**config.mk**
```make
export PLATFORM = sky130hd
export DESIGN_NAME = frame_buffer_writer
export DESIGN_NICKNAME = d
export VERILOG_FILES = /design/src/rtl/frame_buffer_writer.sv
export SDC_FILE = /design/constraint.sdc
export NUM_CORES = 1
export LEC_CHECK = 0
export CAP_MARGIN = 20
export CORE_MARGIN = 1.5
export CORE_UTILIZATION = 54
export DETAILED_ROUTE_END_ITERATION = 16
export GPL_TIMING_DRIVEN = 0
export PLACE_DENSITY = 0.84
export RECOVER_POWER = 50
export SYNTH_ARGS = -nofsm -noshare
export SYNTH_HDL_FRONTEND = slang
export SYNTH_SLANG_ARGS = --single-unit
```
**constraint.sdc**
```tcl
create_clock -name clk -period 4.3 [get_ports clk]
set_input_delay 0.43 -clock clk [delete_from_list [all_inputs] [get_ports clk]]
set_output_delay 0.43 -clock clk [all_outputs]
set_load 0.01 [all_outputs]
```
**src/rtl/frame_buffer_writer.sv**
```systemverilog
// Write side of the RGB frame buffer: turns a valid/ready pixel stream into
// row-major linear writes, with frame-completion and resync status pulses.
module frame_buffer_writer #(
  parameter int unsigned H_ACTIVE = 400,
  parameter int unsigned V_ACTIVE = 300,
  parameter int unsigned ADDR_W   = 17,
  parameter int unsigned PIX_W    = 8
) (
  input  logic              clk,
  input  logic              reset,
  input  logic              pix_valid,
  output logic              pix_ready,
  input  logic              pix_sof,
  input  logic [PIX_W-1:0]  pix_red,
  input  logic [PIX_W-1:0]  pix_green,
  input  logic [PIX_W-1:0]  pix_blue,
  input  logic              wr_hold,
  output logic              wr_en,
  output logic [ADDR_W-1:0] wr_addr,
  output logic [PIX_W-1:0]  wr_red,
  output logic [PIX_W-1:0]  wr_green,
  output logic [PIX_W-1:0]  wr_blue,
  output logic              busy,
  output logic              frame_done,
  output logic              sync_err
);

  localparam int unsigned X_W = (H_ACTIVE > 1) ? $clog2(H_ACTIVE) : 1;
  localparam int unsigned Y_W = (V_ACTIVE > 1) ? $clog2(V_ACTIVE) : 1;

  typedef enum logic [1:0] {
    IDLE = 2'd0,
    LOAD = 2'd1,
    DONE = 2'd2
  } state_t;

  state_t              state;
  logic [X_W-1:0]      x_cnt;
  logic [Y_W-1:0]      y_cnt;
  logic [ADDR_W-1:0]   addr_cnt;
  logic                xfer;
  logic                x_last;
  logic                last_px;

  // Stream handshake: open in IDLE (to flush stale pixels), gated by the buffer in LOAD
  always_comb begin
    pix_ready = 1'b0;
    if (!reset) begin
      case (state)
        IDLE:    pix_ready = 1'b1;
        LOAD:    pix_ready = !wr_hold;
        default: pix_ready = 1'b0;
      endcase
    end
  end

  assign xfer    = pix_valid & pix_ready;
  assign x_last  = (x_cnt == X_W'(H_ACTIVE - 1));
  assign last_px = x_last && (y_cnt == Y_W'(V_ACTIVE - 1));

  // Frame FSM, raster counters and registered write port / status outputs
  always_ff @(posedge clk) begin
    if (reset) begin
      state      <= IDLE;
      x_cnt      <= '0;
      y_cnt      <= '0;
      addr_cnt   <= '0;
      wr_en      <= 1'b0;
      wr_addr    <= '0;
      wr_red     <= '0;
      wr_green   <= '0;
      wr_blue    <= '0;
      busy       <= 1'b0;
      frame_done <= 1'b0;
      sync_err   <= 1'b0;
    end else begin
      wr_en      <= 1'b0;
      frame_done <= 1'b0;
      sync_err   <= 1'b0;
      case (state)
        IDLE: begin
          if (xfer && pix_sof) begin
            wr_en    <= 1'b1;
            wr_addr  <= '0;
            wr_red   <= pix_red;
            wr_green <= pix_green;
            wr_blue  <= pix_blue;
            x_cnt    <= X_W'(1);
            y_cnt    <= '0;
            addr_cnt <= ADDR_W'(1);
            busy     <= 1'b1;
            state    <= LOAD;
          end
        end
        LOAD: begin
          if (xfer) begin
            wr_en    <= 1'b1;
            wr_red   <= pix_red;
            wr_green <= pix_green;
            wr_blue  <= pix_blue;
            if (pix_sof) begin
              // Resync: a new frame start always wins, even on the final pixel
              wr_addr  <= '0;
              x_cnt    <= X_W'(1);
              y_cnt    <= '0;
              addr_cnt <= ADDR_W'(1);
              sync_err <= 1'b1;
            end else begin
              wr_addr <= addr_cnt;
              if (last_px) begin
                x_cnt      <= '0;
                y_cnt      <= '0;
                addr_cnt   <= '0;
                frame_done <= 1'b1;
                busy       <= 1'b0;
                state      <= DONE;
              end else if (x_last) begin
                x_cnt    <= '0;
                y_cnt    <= y_cnt + Y_W'(1);
                addr_cnt <= addr_cnt + ADDR_W'(1);
              end else begin
                x_cnt    <= x_cnt + X_W'(1);
                addr_cnt <= addr_cnt + ADDR_W'(1);
              end
            end
          end
        end
        DONE: begin
          state <= IDLE;
        end
        default: begin
          state <= IDLE;
          busy  <= 1'b0;
        end
      endcase
    end
  end

endmodule
```
==> results of run 1 <==
## state kept, by name, summed over array words and instances (netlist names)
| register | flops |
|---|---|
| state | 2 |
| wr_en | 1 |
| busy | 1 |
| frame_done | 1 |
| wr_green | 8 |
| sync_err | 1 |
| wr_blue | 8 |
| x_cnt | 9 |
| addr_cnt | 17 |
| y_cnt | 9 |
| wr_red | 8 |
| wr_addr | 17 |
## worst max path at each step
stage	cells past startpoint	slack (ns)	endpoint
after floorplan	6	2.37	addr_cnt[4]$_SDFFE_PP0P_
after global placement	7	1.49	addr_cnt[6]$_SDFFE_PP0P_
after detailed placement	7	1.44	y_cnt[6]$_SDFFE_PP0P_
after CTS	6	1.74	addr_cnt[4]$_SDFFE_PP0P_
after global routing	7	1.13	y_cnt[2]$_SDFFE_PP0P_
final	7	1.29	y_cnt[6]$_SDFFE_PP0P_
## power by group through the flow
stage	clock, mW	combinational (mW)	sequential, mW
after floorplan	0	0.0511	0.801
after global placement	0	0.121	0.796
after detailed placement	0	0.124	0.797
after CTS	0.651	0.125	0.779
after global routing	0.686	0.132	0.781
final	0.648	0.121	0.779
## placed cells by master, fill, tap and decap left out, types with 3 or more instances in the layout
master,instances
sky130_fd_sc_hd__and2_1,3
sky130_fd_sc_hd__and3_1,4
sky130_fd_sc_hd__clkbuf_1,25
sky130_fd_sc_hd__or4_1,13
sky130_fd_sc_hd__nor2_1,5
sky130_fd_sc_hd__and4_1,5
sky130_fd_sc_hd__o31ai_1,14
sky130_fd_sc_hd__a211oi_1,20
sky130_fd_sc_hd__o211ai_1,4
sky130_fd_sc_hd__a31oi_1,3
sky130_fd_sc_hd__nand2_1,80
sky130_fd_sc_hd__clkdlybuf4s50_1,28
sky130_fd_sc_hd__or3_1,9
sky130_fd_sc_hd__clkbuf_8,11
sky130_fd_sc_hd__nand3_1,25
sky130_fd_sc_hd__nor2b_1,6
sky130_fd_sc_hd__inv_1,6
sky130_fd_sc_hd__ha_1,3
sky130_fd_sc_hd__dlygate4sd3_1,46
sky130_fd_sc_hd__a21oi_1,56
sky130_fd_sc_hd__nand4_1,12
sky130_fd_sc_hd__o21ai_0,16
sky130_fd_sc_hd__dfxtp_1,82
## area by class of cell
cell class	instances	area [µm²]
tap	77	96.3
clock buffer	11	151
clock inverter	5	83.8
inverter	6	22.5
multi-input combinational	304	1720
sequential	82	1640
fill	480	1750
buffer	29	111
timing repair buffer	74	741
## metrics by stage
step	total power, mW	utilization [%]	worst slack, ns
floorplan	0.852	-	2.37
global placement	0.918	68.7	1.49
detailed placement	0.921	68.7	1.44
CTS	1.55	72.4	1.74
global route	1.60	72.3	1.13
finish	1.55	72.3	1.29
## cell families (layout without fill, tap and decap cells)
kind of cell,count (synthesis),in the layout,share of synthesized area (%)
DFF,82,82,46.9
buffers and inverters,35,125,3.86
adders and majority gates,3,3,1.07
xor gates and xnor gates,2,2,0.500
and+or+nand+nor,180,180,27.4
AOI/OAI and AO/OA,119,119,20.3
## worst register-to-register path: cells and delay by family (launching register included)
kind / cells / cell delay, ns
AOI/OAI and AO/OA: 3 / 0.98
buffers and inverters: 2 / 0.64
and+or+nand+nor: 1 / 0.56
DFF: 1 / 0.37
## layer usage
layer	up-vias	wire length (µm)	track usage (%)
met5	-	0	0
met4	0	174	10.4
met3	16	756	9.79
met2	135	4460	46.6
met1	1646	3860	32.5
li1	1706	-	-
## cell usage after synthesis (3+ instances only)
| cell | n | area share [%] |
|---|---|---|
| sky130_fd_sc_hd__or3_1 | 9 | 1.6 |
| sky130_fd_sc_hd__clkbuf_1 | 24 | 2.6 |
| sky130_fd_sc_hd__ha_1 | 3 | 1.1 |
| sky130_fd_sc_hd__nand2_1 | 80 | 8.6 |
| sky130_fd_sc_hd__nand3_1 | 25 | 3.6 |
| sky130_fd_sc_hd__inv_1 | 6 | 0.64 |
| sky130_fd_sc_hd__and3_1 | 4 | 0.71 |
| sky130_fd_sc_hd__a211oi_1 | 20 | 4.3 |
| sky130_fd_sc_hd__o211ai_1 | 4 | 0.86 |
| sky130_fd_sc_hd__o31ai_1 | 14 | 3.0 |
| sky130_fd_sc_hd__and4_1 | 5 | 1.3 |
| sky130_fd_sc_hd__nand4_1 | 12 | 2.1 |
| sky130_fd_sc_hd__or4_1 | 13 | 2.8 |
| sky130_fd_sc_hd__nor2_1 | 5 | 0.54 |
| sky130_fd_sc_hd__dfxtp_1 | 82 | 47 |
| sky130_fd_sc_hd__nor2b_1 | 6 | 1.1 |
| sky130_fd_sc_hd__a21oi_1 | 56 | 8.0 |
| sky130_fd_sc_hd__o21ai_0 | 15 | 2.1 |
| sky130_fd_sc_hd__a31oi_1 | 3 | 0.54 |
| sky130_fd_sc_hd__buf_2 | 3 | 0.43 |
| sky130_fd_sc_hd__and2_1 | 3 | 0.54 |
==> metrics.json, run 1 <==
{
  "placement": {
    "port_buffers": 74,
    "area_of_placed_instances_um2": 4340,
    "place.detailed.instances": 572,
    "place_congestion": 0.893,
    "dpl.hpwl_um": 6470
  },
  "cells_and_area": {
    "nets": 538,
    "area_growth_from_synthesis_to_final_layout_pct": 30.5,
    "drive_above_1_share_pct": 4.31,
    "finalNonFillerCells": 588,
    "count_of_inserted_antenna_diode_cells": 0,
    "layout_cell_area_excl_fill_um2": 4570
  },
  "global_routing": {
    "grt_antenna_before_repair": 0,
    "globalRouteOverflowTotal": 0,
    "first_global_vias": 3439,
    "grt_max_degree": 15,
    "all_layer_global_routing_usage_pct": 27.7,
    "grt_pass1_wl_um": 15600
  },
  "critical_path": {
    "reg2reg_to": "y_cnt[6]$_SDFFE_PP0P_",
    "worst_path_largest_cell_delay_ns": 0.63,
    "cp.required_ns": 4.52,
    "cp-start-kind": "primary input",
    "path_buf_inv": 3,
    "worst_setup_end_kind": "register",
    "cp_slowest_cell": "sky130_fd_sc_hd__dlygate4sd3_1",
    "arrival_time_worst_endpoint_ns": 3.23,
    "critical_path_peak_fanout": 10,
    "cp_top_family": "buffers and inverters",
    "cp-startpoint": "reset",
    "worst-setup-path-type": "primary input to register",
    "crit_path_cell_trace": "dlygate4sd3_1 > nor3b_1 > o21ai_0 > clkbuf_1 > a21oi_1 > buf_2 > a211oi_1",
    "r2r_slack_ns": 1.62,
    "critical_path.reg2reg.startpoint": "state[1]$_SDFFE_PP0P_",
    "ff2ff_path_depth": 6
  },
  "clocking": {
    "htree_levels": 3,
    "cts_repair_resize_count": 0,
    "numCtsBuffers": 9,
    "tritoncts_clock_tree": "yes",
    "cts.sink_count": 82,
    "post_cts_buffers": 0,
    "cts.reportedPaths.clkPinSlew_ns": 0.09,
    "cts-root-buf": "sky130_fd_sc_hd__clkbuf_8",
    "clock_path_buffers": 2,
    "cts.hold.buffers_added": 0,
    "latest_clock_arrival_within_the_worst_skew_pair_ns": 0.36
  },
  "sta": {
    "worst_skew_ns": 0.0114,
    "finalSetupViolCount": 0,
    "time_the_worst_path_needs_with_i_o_delays_and_setup_ns": 3.01,
    "slew_viol_final": 0,
    "final_hold_viol_count": 0,
    "fraction_of_the_cycle_the_final_worst_path_needs_pct": 69.9,
    "grt_setup_unrepaired": "no",
    "hold_ws_ns": 0.455,
    "fmax_mhz": 333,
    "worst_slew_slack_as_a_fraction_of_its_limit_pct": 53.4,
    "fin_tns_setup_ns": 0,
    "worst_pin_slew_ns": 0.699
  },
  "routing": {
    "drt_iter0_markers": 214,
    "route.vias.total": 3503,
    "drt_drc_violations_left": 0,
    "remaining_antenna_violation_count_after_routing": 0,
    "drtPass1Iterations": 5,
    "drt-total-wl_um": 9260,
    "avgRoutedWirePerCell_um": 15.7,
    "drt-vias-per-instance": 5.96
  },
  "min_path": {
    "hold_end": "wr_blue[4]$_SDFFE_PP0P_",
    "worstHoldPathType": "register to register",
    "timing.hold.worst_path_depth": 2,
    "worst_hold_startpoint": "wr_blue[4]$_SDFFE_PP0P_"
  },
  "outcome": {
    "run_status": "completed"
  },
  "job": {
    "max_cap_violations": 0
  },
  "yosys": {
    "synth.distinct_cells": 42,
    "ys.warnings.count": 0,
    "synth.yosys.seq_area_share_pct": 46.9,
    "netlist_instances": 421,
    "synthesis.nets": 453,
    "synth.ff_latch_count": 82,
    "synth_area_per_cell_um2": 8.32,
    "synth_enable_flop_cells": 0,
    "yosys_most_used_dff": "sky130_fd_sc_hd__dfxtp_1",
    "postSynth.asyncResetShare_pct": 0,
    "synth.cell_area_um2": 3500
  },
  "power_and_ir_drop": {
    "power.combinational.fraction_pct": 7.8,
    "power.clock.fraction_pct": 41.9,
    "p_leak_nw": 1.57,
    "pwr_density_nw_per_um2": 339,
    "netSwitchingPower_uw": 361,
    "seqPwrFrac_pct": 50.3,
    "ir_worst_vdd_v": 0.000352,
    "p_int_mw": 1.19,
    "swShare_pct": 23.3
  },
  "floorplanning": {
    "io-pin-count": 75,
    "die_h_um": 83.5,
    "die_w_um": 83.5,
    "fp-row-count": 29,
    "floorplan.die_area_um2": 6970,
    "design.core.area_um2": 6310,
    "floorplan.initialDensity_pct": 55.4
  }
}
Note: power is estimated with default switching activity, not from simulation.
==> inputs of run 2 (changes only) <==
CORE_UTILIZATION = 50   (was 54)
PLACE_DENSITY = 0.79   (was 0.84)
clock period = 3.1 ns   (was 4.3 ns; I/O delays follow)
==> metrics.json, run 2 (same netlist as run 1, synthesis figures left out) <==
{
  "min_path": {
    "worst_hold_startpoint": "wr_addr[12]$_SDFFE_PP0P_",
    "hold_end": "wr_addr[12]$_SDFFE_PP0P_",
    "timing.hold.worst_path_depth": 2,
    "worstHoldPathType": "register to register"
  },
  "routing": {
    "drtPass1Iterations": 5,
    "drt_iter0_markers": 195,
    "drt-vias-per-instance": 5.76,
    "drt-total-wl_um": 9060,
    "drt_drc_violations_left": 0,
    "avgRoutedWirePerCell_um": 14.9,
    "route.vias.total": 3495,
    "remaining_antenna_violation_count_after_routing": 0
  },
  "critical_path": {
    "cp-start-kind": "register",
    "critical_path.reg2reg.startpoint": "y_cnt[0]$_SDFFE_PP0P_",
    "reg2reg_to": "addr_cnt[4]$_SDFFE_PP0P_",
    "worst_setup_end_kind": "register",
    "ff2ff_path_depth": 6,
    "arrival_time_worst_endpoint_ns": 2.87,
    "r2r_slack_ns": 0.47,
    "worst-setup-path-type": "register to register",
    "critical_path_peak_fanout": 10,
    "cp.required_ns": 3.33
  },
  "global_routing": {
    "first_global_vias": 3221,
    "grt_max_degree": 15,
    "grt_antenna_before_repair": 0,
    "globalRouteOverflowTotal": 0,
    "all_layer_global_routing_usage_pct": 25.7,
    "grt_pass1_wl_um": 14900
  },
  "cells_and_area": {
    "count_of_inserted_antenna_diode_cells": 0,
    "layout_cell_area_excl_fill_um2": 4600,
    "nets": 538,
    "finalNonFillerCells": 607,
    "mostFrequentLayoutCells": "sky130_fd_sc_hd__dfxtp_1, sky130_fd_sc_hd__nand2_1, sky130_fd_sc_hd__a21oi_1",
    "drive_above_1_share_pct": 4.70,
    "largestRegisters": "addr_cnt x17, wr_addr x17",
    "final_common_cell": "sky130_fd_sc_hd__dfxtp_1",
    "final_core_util_pct": 67.7,
    "area_growth_from_synthesis_to_final_layout_pct": 31.3
  },
  "sta": {
    "fin_tns_setup_ns": 0,
    "grt_setup_unrepaired": "no",
    "slew_viol_final": 0,
    "time_the_worst_path_needs_with_i_o_delays_and_setup_ns": 2.63,
    "worst_skew_ns": 0.00990,
    "finalSetupViolCount": 0,
    "postLayoutSetupSlackWorst_ns": 0.466,
    "final_hold_viol_count": 0,
    "worst_pin_slew_ns": 0.748,
    "fraction_of_the_cycle_the_final_worst_path_needs_pct": 85.0,
    "hold_ws_ns": 0.451,
    "fmax_mhz": 380,
    "worst_slew_slack_as_a_fraction_of_its_limit_pct": 50.2
  },
  "job": {
    "max_cap_violations": 0
  },
  "clocking": {
    "clock_path_buffers": 2,
    "latest_clock_arrival_within_the_worst_skew_pair_ns": 0.37,
    "cts.hold.buffers_added": 0,
    "cts.reportedPaths.clkPinSlew_ns": 0.08,
    "tritoncts_clock_tree": "yes",
    "cts_repair_resize_count": 0,
    "htree_levels": 3,
    "cts-root-buf": "sky130_fd_sc_hd__clkbuf_8",
    "numCtsBuffers": 9,
    "post_cts_buffers": 0,
    "cts.sink_count": 82
  },
  "power_and_ir_drop": {
    "p_leak_nw": 1.58,
    "ir_worst_vdd_v": 0.000411,
    "pwr_density_nw_per_um2": 468,
    "finalPower_mw": 2.15
  },
  "floorplanning": {
    "die_w_um": 86.7,
    "design.core.area_um2": 6790,
    "die_h_um": 86.7,
    "floorplan.die_area_um2": 7510,
    "floorplan.initialDensity_pct": 51.5,
    "fp-row-count": 30,
    "io-pin-count": 75
  },
  "placement": {
    "place_congestion": 0.864,
    "area_of_placed_instances_um2": 4360,
    "port_buffers": 74,
    "place.detailed.instances": 591,
    "detailedPlace.worstSlack_ns": 0.383,
    "dpl.hpwl_um": 6240
  },
  "outcome": {
    "run_status": "completed"
  }
}
## run 2: cell types whose count changed in the layout (fill, tap and decap cells not counted), sizes merged
cell,before,now
clkbuf,36,35
buf,4,5
clkdlybuf4s50,28,27
clkinvlp,2,1
dlygate4sd3,46,47
clkinv,0,1
## run 2: worst max-delay path by stage
stage                          startpoint                       end  slack [ns]  depth (start not counted)
finish              y_cnt[0]$_SDFFE_PP0P_  addr_cnt[4]$_SDFFE_PP0P_        0.47                          6
floorplan           y_cnt[0]$_SDFFE_PP0P_  addr_cnt[4]$_SDFFE_PP0P_        1.17                          6
CTS                 y_cnt[0]$_SDFFE_PP0P_  addr_cnt[4]$_SDFFE_PP0P_        0.55                          6
detailed placement                  reset  addr_cnt[4]$_SDFFE_PP0P_        0.38                          7
global route        y_cnt[0]$_SDFFE_PP0P_  addr_cnt[4]$_SDFFE_PP0P_        0.35                          6
global placement                    reset  addr_cnt[6]$_SDFFE_PP0P_        0.39                          7
## run 2: routing by layer
layer | routed length, µm | part of all wire (%) | global-route usage (%) | vias to the layer above
met3 | 780 | 8.6 | 10.3 | 15
li1 | - | - | - | 1712
met4 | 131 | 1.4 | 9.68 | 0
met1 | 4020 | 44 | 32.7 | 1652
met5 | 0 | 0 | 0 | -
met2 | 4120 | 46 | 39.2 | 116
## run 2: worst max-delay path: stages (launching register included)
cell	delay, ns
sky130_fd_sc_hd__dfxtp_1	0.40
sky130_fd_sc_hd__ha_1	0.20
sky130_fd_sc_hd__nor4bb_1	0.38
sky130_fd_sc_hd__nand4_1	0.38
sky130_fd_sc_hd__a21oi_1	0.72
sky130_fd_sc_hd__buf_2	0.34
sky130_fd_sc_hd__nor3_1	0.07
## run 2: final cells by class
cell class                      count  area, µm²
Clock buffer                       11        151
Tap cell                           96        120
Multi-Input combinational cell    304       1720
Fill cell                         548       2200
Timing Repair Buffer               74        741
Clock inverter                      5       85.1
Sequential cell                    82       1640
Inverter                            6       22.5
Buffer                             29        113
## run 2: report_power, final
part / total, mW / switching (mW) / internal, mW
Combinational: 0.167 / 0.0914 / 0.0753
Sequential: 1.08 / 0.0105 / 1.07
Clock: 0.907 / 0.405 / 0.502
Total: 2.15 / 0.507 / 1.65
